$ cat config.mk
export PLATFORM = sky130hd
export DESIGN_NAME = bip_checker_multilane_flat
export DESIGN_NICKNAME = d
export VERILOG_FILES = /design/src/rtl/bip_checker_multilane_if.sv /design/src/rtl/bip_checker_multilane.sv /design/src/flat_wrapper.sv
export SDC_FILE = /design/constraint.sdc
export NUM_CORES = 1
export LEC_CHECK = 0
export BUFFER_PORTS_ARGS = -buffer_cell sky130_fd_sc_hd__buf_4
export CORE_MARGIN = 2
export CORE_UTILIZATION = 55
export CTS_CLUSTER_DIAMETER = 120
export DETAILED_ROUTE_END_ITERATION = 12
export HOLD_SLACK_MARGIN = 0.12
export PLACE_DENSITY = 0.8
export SYNTH_ARGS = -nofsm -noshare
export SYNTH_HDL_FRONTEND = slang
export SYNTH_SLANG_ARGS = --single-unit
$ cat constraint.sdc
create_clock -name i_clock -period 8.3 [get_ports i_clock]
set_input_delay 0 -clock i_clock [delete_from_list [all_inputs] [get_ports i_clock]]
set_output_delay 0 -clock i_clock [all_outputs]
set_load 0.02 [all_outputs]
$ cat src/rtl/bip_checker_multilane_if.sv
// Block stream, counter-control and comparison-result signals of the multilane BIP checker.
// The slave modport is the checker side; the master modport is the source/consumer side.
interface bip_checker_multilane_if #(
    parameter int LEN_CODED_BLOCK = 66,
    parameter int NB_BIP          = 8,
    parameter int NB_LANE_ID      = 5,
    parameter int NB_ERR_CNT      = 16
);
    logic [LEN_CODED_BLOCK-1:0] i_data;
    logic                       i_valid;
    logic                       i_enable;
    logic [NB_LANE_ID-1:0]      i_lane_id;
    logic                       i_am_flag;
    logic                       i_clear_counters;
    logic [NB_LANE_ID-1:0]      i_rd_lane;

    logic                       o_check_valid;
    logic [NB_LANE_ID-1:0]      o_check_lane;
    logic                       o_bip_error;
    logic [3:0]                 o_bip_err_bits;
    logic                       o_bip7_mismatch;
    logic [NB_BIP-1:0]          o_calc_bip3;
    logic [NB_ERR_CNT-1:0]      o_rd_err_count;

    modport master (
        output i_data, i_valid, i_enable, i_lane_id, i_am_flag, i_clear_counters, i_rd_lane,
        input  o_check_valid, o_check_lane, o_bip_error, o_bip_err_bits, o_bip7_mismatch,
               o_calc_bip3, o_rd_err_count
    );

    modport slave (
        input  i_data, i_valid, i_enable, i_lane_id, i_am_flag, i_clear_counters, i_rd_lane,
        output o_check_valid, o_check_lane, o_bip_error, o_bip_err_bits, o_bip7_mismatch,
               o_calc_bip3, o_rd_err_count
    );
endinterface

$ cat src/rtl/bip_checker_multilane.sv
// Per-lane BIP3 accumulation over time-interleaved PCS lanes, checked against the BIP3/BIP7
// carried in each alignment marker, with saturating per-lane error counters and a read port.
module bip_checker_multilane #(
    parameter int LEN_CODED_BLOCK = 66,
    parameter int NB_BIP          = 8,
    parameter int NB_LANES        = 20,
    parameter int NB_LANE_ID      = 5,
    parameter int NB_ERR_CNT      = 16
) (
    input  logic                   i_clock,
    input  logic                   i_reset,
    bip_checker_multilane_if.slave bus
);
    localparam int                    NB_GRP    = (LEN_CODED_BLOCK - 2) / 8;
    localparam logic [NB_LANE_ID:0]   LANES_LIM = NB_LANES[NB_LANE_ID:0];
    localparam logic [NB_ERR_CNT-1:0] CNT_MAX   = '1;
    localparam logic [NB_BIP-1:0]     ALL_ONES  = '1;

    function automatic logic [NB_BIP-1:0] contribution(input logic [LEN_CODED_BLOCK-1:0] d);
        logic [NB_BIP-1:0] c;
        c = '0;
        for (int k = 0; k < NB_GRP; k++)
            for (int j = 0; j < NB_BIP; j++)
                c[j] = c[j] ^ d[LEN_CODED_BLOCK-1-(2+j+8*k)];
        // sync header bits fold into BIP bits 3 and 4
        c[3] = c[3] ^ d[LEN_CODED_BLOCK-1];
        c[4] = c[4] ^ d[LEN_CODED_BLOCK-2];
        return c;
    endfunction

    function automatic logic [NB_BIP-1:0] field_at(input logic [LEN_CODED_BLOCK-1:0] d,
                                                   input int pos);
        logic [NB_BIP-1:0] f;
        for (int j = 0; j < NB_BIP; j++)
            f[j] = d[LEN_CODED_BLOCK-1-(pos+j)];
        return f;
    endfunction

    function automatic logic [3:0] popcount(input logic [NB_BIP-1:0] v);
        logic [3:0] n;
        n = '0;
        for (int i = 0; i < NB_BIP; i++)
            n = n + 4'(v[i]);
        return n;
    endfunction

    logic [NB_BIP-1:0]     acc_q [NB_LANES];
    logic [NB_BIP-1:0]     acc_d [NB_LANES];
    logic [NB_ERR_CNT-1:0] cnt_q [NB_LANES];
    logic [NB_ERR_CNT-1:0] cnt_d [NB_LANES];
    logic [NB_LANES-1:0]   armed_q, armed_d;

    logic                  check_valid_q, check_valid_d;
    logic [NB_LANE_ID-1:0] check_lane_q, check_lane_d;
    logic                  bip_error_q, bip_error_d;
    logic [3:0]            err_bits_q, err_bits_d;
    logic                  bip7_mm_q, bip7_mm_d;
    logic [NB_BIP-1:0]     calc_q, calc_d;
    logic [NB_ERR_CNT-1:0] rd_cnt_q, rd_cnt_d;

    logic                  accept;
    logic                  do_cmp;
    logic [NB_BIP-1:0]     contrib;
    logic [NB_BIP-1:0]     rx_bip3;
    logic [NB_BIP-1:0]     rx_bip7;
    logic [NB_BIP-1:0]     acc_sel;
    logic [3:0]            diff_bits;
    logic [NB_ERR_CNT:0]   cnt_sum;

    assign accept    = bus.i_valid && bus.i_enable && ({1'b0, bus.i_lane_id} < LANES_LIM);
    assign contrib   = contribution(bus.i_data);
    assign rx_bip3   = field_at(bus.i_data, 26);
    assign rx_bip7   = field_at(bus.i_data, 58);
    assign acc_sel   = acc_q[bus.i_lane_id];
    assign diff_bits = popcount(acc_sel ^ rx_bip3);
    assign do_cmp    = accept && bus.i_am_flag && armed_q[bus.i_lane_id];
    assign cnt_sum   = {1'b0, cnt_q[bus.i_lane_id]} + (NB_ERR_CNT+1)'(diff_bits);

    always_comb begin
        acc_d         = acc_q;
        armed_d       = armed_q;
        cnt_d         = cnt_q;
        check_valid_d = 1'b0;
        bip_error_d   = 1'b0;
        bip7_mm_d     = 1'b0;
        check_lane_d  = check_lane_q;
        err_bits_d    = err_bits_q;
        calc_d        = calc_q;

        if (accept) begin
            if (bus.i_am_flag) begin
                acc_d[bus.i_lane_id]   = ALL_ONES ^ contrib;
                armed_d[bus.i_lane_id] = 1'b1;
            end else begin
                acc_d[bus.i_lane_id] = acc_sel ^ contrib;
            end
        end

        if (do_cmp) begin
            check_valid_d        = 1'b1;
            check_lane_d         = bus.i_lane_id;
            err_bits_d           = diff_bits;
            bip_error_d          = (diff_bits != 4'd0);
            bip7_mm_d            = (rx_bip7 != ~rx_bip3);
            calc_d               = acc_sel;
            cnt_d[bus.i_lane_id] = cnt_sum[NB_ERR_CNT] ? CNT_MAX : cnt_sum[NB_ERR_CNT-1:0];
        end

        if (bus.i_clear_counters) begin
            for (int l = 0; l < NB_LANES; l++)
                cnt_d[l] = '0;
        end

        rd_cnt_d = ({1'b0, bus.i_rd_lane} < LANES_LIM) ? cnt_q[bus.i_rd_lane] : '0;
    end

    always_ff @(posedge i_clock) begin
        if (i_reset) begin
            for (int l = 0; l < NB_LANES; l++) begin
                acc_q[l] <= ALL_ONES;
                cnt_q[l] <= '0;
            end
            armed_q       <= '0;
            check_valid_q <= 1'b0;
            check_lane_q  <= '0;
            bip_error_q   <= 1'b0;
            err_bits_q    <= '0;
            bip7_mm_q     <= 1'b0;
            calc_q        <= '0;
            rd_cnt_q      <= '0;
        end else begin
            acc_q         <= acc_d;
            cnt_q         <= cnt_d;
            armed_q       <= armed_d;
            check_valid_q <= check_valid_d;
            check_lane_q  <= check_lane_d;
            bip_error_q   <= bip_error_d;
            err_bits_q    <= err_bits_d;
            bip7_mm_q     <= bip7_mm_d;
            calc_q        <= calc_d;
            rd_cnt_q      <= rd_cnt_d;
        end
    end

    assign bus.o_check_valid   = check_valid_q;
    assign bus.o_check_lane    = check_lane_q;
    assign bus.o_bip_error     = bip_error_q;
    assign bus.o_bip_err_bits  = err_bits_q;
    assign bus.o_bip7_mismatch = bip7_mm_q;
    assign bus.o_calc_bip3     = calc_q;
    assign bus.o_rd_err_count  = rd_cnt_q;
endmodule
$ cat src/flat_wrapper.sv
// flat-port wrapper written by rule: the top's interface ports become plain ports
module bip_checker_multilane_flat 
#(
    parameter int LEN_CODED_BLOCK = 66,
    parameter int NB_BIP          = 8,
    parameter int NB_LANES        = 20,
    parameter int NB_LANE_ID      = 5,
    parameter int NB_ERR_CNT      = 16
)
  (i_clock, i_reset, bus_i_data, bus_i_valid, bus_i_enable, bus_i_lane_id, bus_i_am_flag, bus_i_clear_counters, bus_i_rd_lane, bus_o_check_valid, bus_o_check_lane, bus_o_bip_error, bus_o_bip_err_bits, bus_o_bip7_mismatch, bus_o_calc_bip3, bus_o_rd_err_count);
  bip_checker_multilane_if #(.LEN_CODED_BLOCK(LEN_CODED_BLOCK), .NB_BIP(NB_BIP), .NB_LANE_ID(NB_LANE_ID), .NB_ERR_CNT(NB_ERR_CNT)) bus_i ();
  input  logic i_clock;
  input  logic i_reset;
  input wire logic [$bits(bus_i.i_data)-1:0] bus_i_data;
  input wire logic [$bits(bus_i.i_valid)-1:0] bus_i_valid;
  input wire logic [$bits(bus_i.i_enable)-1:0] bus_i_enable;
  input wire logic [$bits(bus_i.i_lane_id)-1:0] bus_i_lane_id;
  input wire logic [$bits(bus_i.i_am_flag)-1:0] bus_i_am_flag;
  input wire logic [$bits(bus_i.i_clear_counters)-1:0] bus_i_clear_counters;
  input wire logic [$bits(bus_i.i_rd_lane)-1:0] bus_i_rd_lane;
  output wire logic [$bits(bus_i.o_check_valid)-1:0] bus_o_check_valid;
  output wire logic [$bits(bus_i.o_check_lane)-1:0] bus_o_check_lane;
  output wire logic [$bits(bus_i.o_bip_error)-1:0] bus_o_bip_error;
  output wire logic [$bits(bus_i.o_bip_err_bits)-1:0] bus_o_bip_err_bits;
  output wire logic [$bits(bus_i.o_bip7_mismatch)-1:0] bus_o_bip7_mismatch;
  output wire logic [$bits(bus_i.o_calc_bip3)-1:0] bus_o_calc_bip3;
  output wire logic [$bits(bus_i.o_rd_err_count)-1:0] bus_o_rd_err_count;
  assign bus_i.i_data = bus_i_data;
  assign bus_i.i_valid = bus_i_valid;
  assign bus_i.i_enable = bus_i_enable;
  assign bus_i.i_lane_id = bus_i_lane_id;
  assign bus_i.i_am_flag = bus_i_am_flag;
  assign bus_i.i_clear_counters = bus_i_clear_counters;
  assign bus_i.i_rd_lane = bus_i_rd_lane;
  assign bus_o_check_valid = bus_i.o_check_valid;
  assign bus_o_check_lane = bus_i.o_check_lane;
  assign bus_o_bip_error = bus_i.o_bip_error;
  assign bus_o_bip_err_bits = bus_i.o_bip_err_bits;
  assign bus_o_bip7_mismatch = bus_i.o_bip7_mismatch;
  assign bus_o_calc_bip3 = bus_i.o_calc_bip3;
  assign bus_o_rd_err_count = bus_i.o_rd_err_count;
  bip_checker_multilane #(.LEN_CODED_BLOCK(LEN_CODED_BLOCK), .NB_BIP(NB_BIP), .NB_LANES(NB_LANES), .NB_LANE_ID(NB_LANE_ID), .NB_ERR_CNT(NB_ERR_CNT)) u_core (.i_clock(i_clock), .i_reset(i_reset), .bus(bus_i));
endmodule
==> Word level (Yosys, flattened, before mapping) <==
Cells that the tools add are included.
{ "totals": {"in_bits": 82, "out_inout_bits": 36, "regBits": 536, "word_cells": 165} }
{ "classes": {"magnitude_cmp": 7, "bitwise_logic": 67, "addsub": 8, "reduce_logical": 11, "muxes": 23, "n_eq_ne": 1} }
{ "op_table": {"columns": ["operator", "n"], "rows": [
  ["$bwmux 160", 2],
  ["$bwmux 320", 1],
  ["$bmux 16 s5", 2],
  ["$mux 160", 1],
  ["$mux 16", 6],
  ["$demux 16 s5", 1],
  ["$xor 1x1->1", 58],
  ["$bmux 8 s5", 1],
  ["$demux 8 s5", 1],
  ["$add 4x1->4", 6],
  ["$mux 8", 3],
  ["$or 20x20->20", 1],
  ["$add 16x4->17", 1],
  ["$not 8->8", 2],
  ["$xor 8x8->8", 2],
  ["$ge 6x6->1 const B", 2],
  ["$not 5->6", 2],
  ["$lt 5x5->1 const B", 2],
  ["$ne 8x8->1", 1],
  ["$logic_and 1x1->1", 6],
  ["$lt 5x6->1 const B", 1],
  ["$lt 6x1->1 const B", 1],
  ["$reduce_or 2->1", 3],
  ["$bmux 1 s5", 1],
  ["other kinds (7)", 10]
]} }

==> Longest topological paths before layout <==
Gate-level depths: netlist (run 1).
{ "depth": {"depth_word": 15, "depth_mapped": 27, "ltp_nobuf": 21} }

==> Worst setup path before layout (run 1) <==
OpenSTA, ideal clock, no wires.
{ "synth_path": {"kind": "input port to flip-flop", "from": "input bus_i_lane_id[0]", "to": "register u_core.cnt_q[109] in the netlist's numbering", "setup_slack_ps": 1748, "setup_time_ps": 80, "path_buffers": 6, "path_stages": 27, "required_ps": 8220, "arrival_ps": 6472, "path_cell_list": "buf_4 buf_4 buf_4 buf_2 mux4_2 mux2i_1 o21ai_0 a21oi_1 xnor2_1 ha_1 fa_1 inv_1 fa_1 fa_1 inv_1 fa_1 inv_1 fa_1 nor2b_1 o21ai_0 a222oi_1 nand4_2 nor3_2 buf_4 a21oi_1 buf_4 a211oi_2"} }
{ "synth_via": {"elab_chain_len": 15, "word_cells_on_any_way": 29, "classes_between": "add/sub (8); order compare (3); mux (12); bitwise (2); reduce/logical (4)"} }
{ "synth_lines": {"columns": ["element", "line", "source"], "rows": [
  ["start: declaration", "flat_wrapper.sv:17", "input wire logic [$bits(bus_i.i_lane_id)-1:0] bus_i_lane_id;"],
  ["$not 5->6 (implied by the code) *", "bip_checker_multilane.sv:74", "assign acc_sel = acc_q[bus.i_lane_id];"],
  ["$bmux 8 s5 *", "bip_checker_multilane.sv:74", null],
  ["$mux 8 (implied by the code) * (2 in series)", "bip_checker_multilane.sv:74", null],
  ["$xor 8x8->8 *", "bip_checker_multilane.sv:75", "assign diff_bits = popcount(acc_sel ^ rx_bip3);"],
  ["$add 1x1->2", "bip_checker_multilane.sv:43", "n = n + 4'(v[i]);"],
  ["$add 4x1->4 (5 in series)", "bip_checker_multilane.sv:43", null],
  ["$add 4x1->4 *", "bip_checker_multilane.sv:43", null],
  ["via u_core.diff_bits[1]", "bip_checker_multilane.sv:67", "logic [3:0] diff_bits;"],
  ["$add 16x4->17 *", "bip_checker_multilane.sv:77", "assign cnt_sum = {1'b0, cnt_q[bus.i_lane_id]} + (NB_ERR_CNT+1)'(diff_bits);"],
  ["$mux 16 *", "bip_checker_multilane.sv:106", "cnt_d[bus.i_lane_id] = cnt_sum[NB_ERR_CNT] ? CNT_MAX : cnt_sum[NB_ERR_CNT-1:0];"],
  ["$bwmux 320 *", "bip_checker_multilane.sv:106", null],
  ["end signal: assignment", "bip_checker_multilane.sv:133", "cnt_q <= cnt_d;"],
  ["end: declaration", "bip_checker_multilane.sv:49", "logic [NB_ERR_CNT-1:0] cnt_q [NB_LANES];"]
]} }
Mark *: on every way through the listed nets, which the timed path passes. The rest lies on a longest branch. The select of a mux whose other input is x is not followed.
A chain may end at the register's enable or synchronous reset.

==> Worst setup path in the final report (run 1) <==
{ "layout_path": {"from": "input bus_i_lane_id[4]", "to": "register u_core.cnt_q[299] in the netlist's numbering"} }
Same word-level chain as after synthesis.

==> results of run 1 <==
## path summary, 6_finish.rpt
| check | startpoint | cells after the start | end |
|---|---|---|---|
| setup / recovery | bus_i_lane_id[4] | 22 | u_core.cnt_q[299]$_SDFFE_PP0P_ |
| setup reg to reg | u_core.acc_q[129]$_SDFFE_PP1P_ | 21 | u_core.cnt_q[299]$_SDFFE_PP0P_ |
| hold reg to reg | u_core.armed_q[2]$_SDFFE_PP0P_ | 2 | u_core.armed_q[2]$_SDFFE_PP0P_ |
| hold / removal | bus_i_clear_counters | 3 | u_core.cnt_q[259]$_SDFFE_PP0P_ |
## layout make-up
cell class,instances,share of cell area (%)
Multi-Input combinational cell,2029,49.9
Sequential cell,536,35.9
Clock buffer,78,5.30
Timing Repair Buffer,192,5.03
Tap cell,615,2.58
Clock inverter,19,0.993
Inverter,17,0.214
Antenna cell,1,0.00838
## synthesized netlist by cell type (16+ instances only)
library cell,number
or2_2,124
a211oi_1,46
nor3_1,41
a21oi_1,462
buf_1,20
nand2_1,169
xor2_1,16
dfxtp_1,536
nor2_1,294
clkbuf_1,215
o211ai_1,21
a211oi_2,46
mux4_2,178
o21ai_0,282
nand3_1,28
mux2i_1,107
xnor2_1,66
buf_2,36
o22ai_1,27
## routing by layer
layer	track usage, %	vias to the layer above	routed length [um]	part of all wire (%)
met5	0	-	13	0.015
met4	20.2	2	5500	6.4
met3	8.25	378	10900	13
met2	52.3	1786	38200	45
met1	41.7	11400	30800	36
li1	-	10300	-	-
## cells by family (layout without fill, tap and decap cells)
kind of cell | count (synthesis) | count (layout) | synth area share [%]
DFF | 536 | 536 | 40.3
adders and majority gates | 12 | 12 | 0.704
buffers and inverters | 295 | 306 | 4.42
muxes | 289 | 289 | 19.2
xor gates and xnor gates | 82 | 82 | 2.70
and+or+nand+nor | 706 | 706 | 12.1
AOI/OAI and AO/OA | 940 | 940 | 20.6
other | 0 | 1 | 0
## power groups by stage
stage	clock network (mW)	registers [mW]	logic (mW)
2_1_floorplan	0	2.64	0.581
3_5_place_dp	0	2.64	0.829
6_report	2.61	2.58	0.873
5_1_grt	2.71	2.58	0.921
4_1_cts	2.61	2.58	0.851
3_3_place_gp	0	2.64	0.811
## per-stage QoR
step / cell area, um^2 / hold WS [ns] / instances / worst slack (ns) / total power [mW]
3_3_place_gp: 27800 / 0.372 / 3374 / 1.28 / 3.45
2_1_floorplan: 26600 / 0.252 / 2860 / 1.75 / 3.22
4_1_cts: 29900 / 0.122 / 3486 / 1.62 / 6.03
6_report: 29900 / 0.156 / 3487 / 1.36 / 6.06
5_1_grt: 29900 / 0.150 / 3486 / 1.03 / 6.20
3_5_place_dp: 27800 / 0.382 / 3374 / 1.24 / 3.46
## worst register-to-register path, cell delays in order (launching register included)
cell and delay [ns]:
dfxtp_1 0.31, mux4_2 0.48, mux2i_1 0.17, o21ai_0 0.10, a21oi_1 0.37, xnor2_1 0.18
ha_1 0.26, fa_1 0.48, inv_1 0.05, fa_1 0.50, fa_1 0.16, inv_1 0.07
fa_1 0.63, inv_1 0.09, fa_1 0.46, nor2b_1 0.13, o21ai_0 0.25, a222oi_1 0.43
buf_4 0.22, nand4_1 0.59, nand2_1 0.63, a32o_1 0.20
## registers in the layout, summed over array words and instances, names as in the netlist
signal,count
u_core.armed_q,20
u_core.bus.o_bip_err_bits,4
u_core.acc_q,160
u_core.bus.o_check_lane,5
u_core.cnt_q,320
u_core.bus.o_calc_bip3,8
u_core.bus.o_check_valid,1
u_core.bus.o_bip7_mismatch,1
u_core.bus.o_bip_error,1
u_core.bus.o_rd_err_count,16
## cells in the final DEF, fill, tap and decap left out, types with 54 or more instances in the layout
cell type  count
a21oi_1      461
buf_4        174
clkbuf_16     54
dfxtp_1      536
mux2i_1      107
mux4_2       178
nand2_1      169
nor2_1       271
o21ai_0      282
or2_2        123
xnor2_1       60
==> impl_metrics.csv, run 1 <==
group,metric,value,unit
run_status,status,"finished clean",
synthesis,yosysWarnings,0,
synthesis,synth-main-ff-cell,"dfxtp_1",
power_and_ir_drop,p_int,4.38,mW
setup_path,cp_cell_sequence,"dlygate4sd3_1, buf_4, nor2b_1, buf_4, a21oi_1, o22a_1, xnor2_1, fa_1, inv_1, fa_1, fa_1, inv_1, fa_1, inv_1, fa_1, nor2b_1, o21ai_0, a222oi_1, buf_4, nand4_1, nand2_1, a32o_1",
place,io_buffers,117,
layout,fin_util,62.5,%
cts,cts_made_buffers,54,
floorplan,die_width,224,um
global_routing,grt_pass1_vias,23100,
global_routing,grt_pass1_wl,130,mm
routing,ant_nets,0,
job,maxCapViolations,0,
floorplan,die_h,224,um
synthesis,synth_seq_cells,536,
sta,drv_slew,0,
sta,min_period,6.94,ns
floorplan,rows,80,
cts,cts_sinks,536,
synthesis,synth_edf_count,0,
sta,worst_pin_slew,1.35,ns
synthesis,synthesis.area,26600,um^2
sta,fmax,0.144,GHz
sta,fin_crit_sh,83.7,%
synthesis,yosysTopAreaCell,"dfxtp_1",
cts,hold_buffers,15,
cts,cts_tree,"yes",
sta,setup_viol,0,
routing,wl_per_cell,24.5,um
place,dp_hpwl,52.1,mm
setup_path,slowest_delay,0.69,ns
setup_path,rrSetupSlack,1.46,ns
hold_path,worstHoldPathType,"input pin to flop",
cts,clk_pin_slew,0.06,ns
routing,drt_first_pass_iters,6,
place,place_congestion,0.896,
floorplan,core,47700,um^2
routing,drc,0,
floorplan,die-area,50200,um^2
cts,clockBufferDepth,3,
power_and_ir_drop,clkPwrFrac,43.0,%
setup_path,path_buf_inv,7,
routing,avgViaCountPerCell,6.84,
synthesis,yosys.area.top_type_share,40.3,%
synthesis,synth_nets,2954,
layout,drive_gt1_share,22.8,%
setup_path,cp.required,8.84,ns
cts,clk_latency,0.63,ns
sta,slew_headroom,9.17,%
cts,post_cts_buffers,0,
synthesis,synth_cell_type_count,65,
sta,finalSetupTns,0,ns
routing,dr.first_iter.drc_count,3264,
power_and_ir_drop,p_switching,1.68,mW
setup_path,critPathTopFamily,"adder cells",
layout,n_fill_cell,3662,
setup_path,crit_fanout,31,
cts,cts-root-buf,"clkbuf_16",
setup_path,critical_path.slowest_cell,"nor2b_1",
routing,vias,23900,
synthesis,synth.avg_cell_area,9.32,um^2
sta,hold_viol_final,0,
sta,rsz0062_at_grt,"no",
global_routing,grt_use_total,33.3,%
layout,syn2layout_area_growth,12.0,%
power_and_ir_drop,p_seq_share,42.6,%
layout,finalNetCount,2924,
synthesis,syn_inst,2860,
layout,multi_input_area,14900,um^2
synthesis,seq_area_frac_synth,40.3,%
power_and_ir_drop,p_comb_share,14.4,%
global_routing,grt_max_degree,117,
power_and_ir_drop,peakVddDrop,0.000147,V
setup_path,crit_path_frequent_cell,"fa_1",
power_and_ir_drop,p_per_area,203,nW/um^2
setup_path,end_kind,"flop",
cts,cts_max_level,2,
global_routing,gr-total-overflow,0,
routing,routed_wl,85.4,mm
floorplan,io_pins,118,
global_routing,grt_antenna_before_repair,2,
layout,seqCellArea,10700,um^2
floorplan,initial_core_util,55.8,%
power_and_ir_drop,switching_share,27.8,%
setup_path,criticalPathCategory,"input pin to flop",
power_and_ir_drop,p_leak,10.3,nW
cts,cts_resized,0,
sta,finalClockSkew,0.0348,ns
synthesis,async_reset_ff_share,0,%
synthesis,synth.area.top_cells,"dfxtp_1, mux4_2, a21oi_1",
setup_path,cp-start-kind,"input pin",
setup_path,cp_data_arrival_time,7.48,ns
No activity file was read; power rests on OpenSTA's default activity.
==> run 2: changes to the inputs <==
clock period = 6.9 ns   (was 8.3 ns; I/O delays follow)
==> run 2 against run 1 <==
  * Combinational power grew 24%
  * Wire length is 3.2% higher
  * Global-route usage is 0.91 points higher
  * Clock power up 13%
  * Sequential share of layout area shrank 0.060 points
  * Count of clock-buffer cells in the layout grew 7
  * Die area stayed put
  * Hold slack gained 0.0024 ns
==> impl_metrics.csv, run 2 (synthesized netlist as in run 1, its figures left out) <==
group,metric,value,unit
run_status,status,"finished clean",
cts,post_cts_buffers,0,
floorplan,io_pins,118,
setup_path,cp_data_arrival_time,7.12,ns
sta,hold_viol_final,0,
setup_path,cp.required,7.36,ns
setup_path,cp-start-kind,"flop",
routing,dr.first_iter.drc_count,3559,
routing,ant_nets,0,
setup_path,rrSetupSlack,0.24,ns
setup_path,r2r-end,"u_core.cnt_q[129]$_SDFFE_PP0P_",
cts,cts_max_level,2,
routing,avgViaCountPerCell,6.86,
layout,antenna_cells,0,
layout,n_fill_cell,3668,
hold_path,min_from,"bus_i_rd_lane[2]",
sta,fin_crit_sh,96.5,%
hold_path,holdPathStages,4,
routing,vias,24000,
sta,rsz0062_at_grt,"no",
layout,finalNetCount,2943,
sta,min_period,6.66,ns
setup_path,slowest_delay,0.94,ns
layout,top_regs,"u_core.cnt_q x320, u_core.acc_q x160, u_core.armed_q x20",
setup_path,criticalPathCategory,"flop to flop",
floorplan,rows,80,
routing,drc,0,
sta,drv_slew,0,
setup_path,path_buf_inv,5,
hold_path,worstHoldPathType,"input pin to flop",
floorplan,initial_core_util,55.8,%
cts,cts_resized,0,
cts,clk_pin_slew,0.06,ns
power_and_ir_drop,p_total,7.13,mW
setup_path,critPathTopFamily,"adder cells",
cts,hold_buffers,15,
cts,cts_sinks,536,
sta,setup_viol,0,
sta,timing.final.ws_setup,0.239,ns
floorplan,die_h,224,um
layout,drive_gt1_share,22.9,%
setup_path,worst_r2r_path_depth,24,
global_routing,grt_use_total,34.2,%
global_routing,grt_antenna_before_repair,0,
job,maxCapViolations,0,
layout,layout_commonest_cell,"dfxtp_1",
cts,clockBufferDepth,3,
cts,cts_made_buffers,54,
routing,wl_per_cell,25.2,um
cts,cts_tree,"yes",
setup_path,crit_fanout,17,
sta,worst_pin_slew,1.37,ns
place,place_congestion,0.939,
sta,finalClockSkew,0.0230,ns
sta,finalSetupTns,0,ns
layout,regMostFlops,"u_core.cnt_q",
sta,fmax,0.150,GHz
setup_path,cp_cell_sequence,"mux4_2, mux2i_1, o21ai_0, a21oi_1, xnor2_1, ha_1, fa_1, inv_1, fa_1, fa_1, inv_1, fa_1, xor2_1, ha_1, nor2b_1, o21ai_0, buf_4, a222oi_1, nand4_2, nor3_2, buf_4, nor2b_1, buf_4, a21oi_1",
sta,whs,0.158,ns
global_routing,gr-total-overflow,0,
cts,clk_latency,0.63,ns
layout,stdcell_count,3502,
hold_path,holdPathEnd,"u_core.bus.o_rd_err_count[1]$_SDFF_PP0_",
layout,syn2layout_area_growth,12.2,%
power_and_ir_drop,p_per_area,238,nW/um^2
floorplan,die-area,50200,um^2
routing,drt_first_pass_iters,7,
power_and_ir_drop,peakVddDrop,0.000197,V
cts,cts-root-buf,"clkbuf_16",
layout,largest_reg_flops,320,
global_routing,grt_pass1_wl,133,mm
place,io_buffers,117,
global_routing,grt_pass1_vias,23000,
place,dpl.cell_count,3393,
power_and_ir_drop,p_leak,10.3,nW
setup_path,critical_path.slowest_cell,"nor2b_1",
setup_path,end_kind,"flop",
routing,routed_wl,88.1,mm
setup_path,r2r_start,"u_core.acc_q[128]$_SDFFE_PP1P_",
floorplan,core,47700,um^2
setup_path,crit_path_frequent_cell,"fa_1",
floorplan,die_width,224,um
global_routing,grt_max_degree,135,
place,dp_hpwl,54.0,mm
sta,slew_headroom,8.42,%
place,post-place-ws,0.195,ns
layout,final_cell_mix,"dfxtp_1, a21oi_1, o21ai_0",
==> run 2: power by group <==
part	internal (mW)	switching, mW
clock network	1.68	1.26
registers	3.10	0.00264
logic	0.324	0.751
total	5.11	2.02
==> run 2: how the worst max path moves through the flow <==
stage / start / to / cells past startpoint
after detailed placement: bus_i_lane_id[0] / u_core.cnt_q[129]$_SDFFE_PP0P_ / 25
final: u_core.acc_q[128]$_SDFFE_PP1P_ / u_core.cnt_q[129]$_SDFFE_PP0P_ / 24
after CTS: u_core.acc_q[64]$_SDFFE_PP1P_ / u_core.cnt_q[129]$_SDFFE_PP0P_ / 24
after floorplan: bus_i_lane_id[0] / u_core.cnt_q[109]$_SDFFE_PP0P_ / 27
after global placement: bus_i_lane_id[0] / u_core.cnt_q[129]$_SDFFE_PP0P_ / 26
after global routing: u_core.acc_q[128]$_SDFFE_PP1P_ / u_core.cnt_q[177]$_SDFFE_PP0P_ / 24
==> run 2: layer usage <==
metal  vias up  GRT usage (%)  part of all wire (%)
met3       432           9.63                    13
met4         0           20.9                   6.8
met2      1838           52.7                    44
met1     11400           42.9                    36
met5         -              0                     0
li1      10300              -                     -
==> run 2: final cells by class <==
type / count / area, um^2 / share of cell area (%)
Sequential cell: 536 / 10700 / 35.9
Timing Repair Buffer: 211 / 1670 / 5.58
Multi-Input combinational cell: 2029 / 14900 / 50.0
Inverter: 17 / 63.8 / 0.213
Tap cell: 615 / 769 / 2.57
Clock buffer: 85 / 1590 / 5.31
Clock inverter: 9 / 139 / 0.464
==> run 2: through the flow <==
stage / utilization, % / area (um^2)
after CTS: 62.6 / 29900
after global routing: 62.6 / 29900
after floorplan: - / 26600
final: 62.6 / 29900
after detailed placement: 58.7 / 28000
after global placement: 58.7 / 28000
==> run 2: tightest hold or removal path: stages <==
cell     delay (ns)
buf_4          0.28
mux4_2         0.29
nand2_1        0.05
a21oi_1        0.11
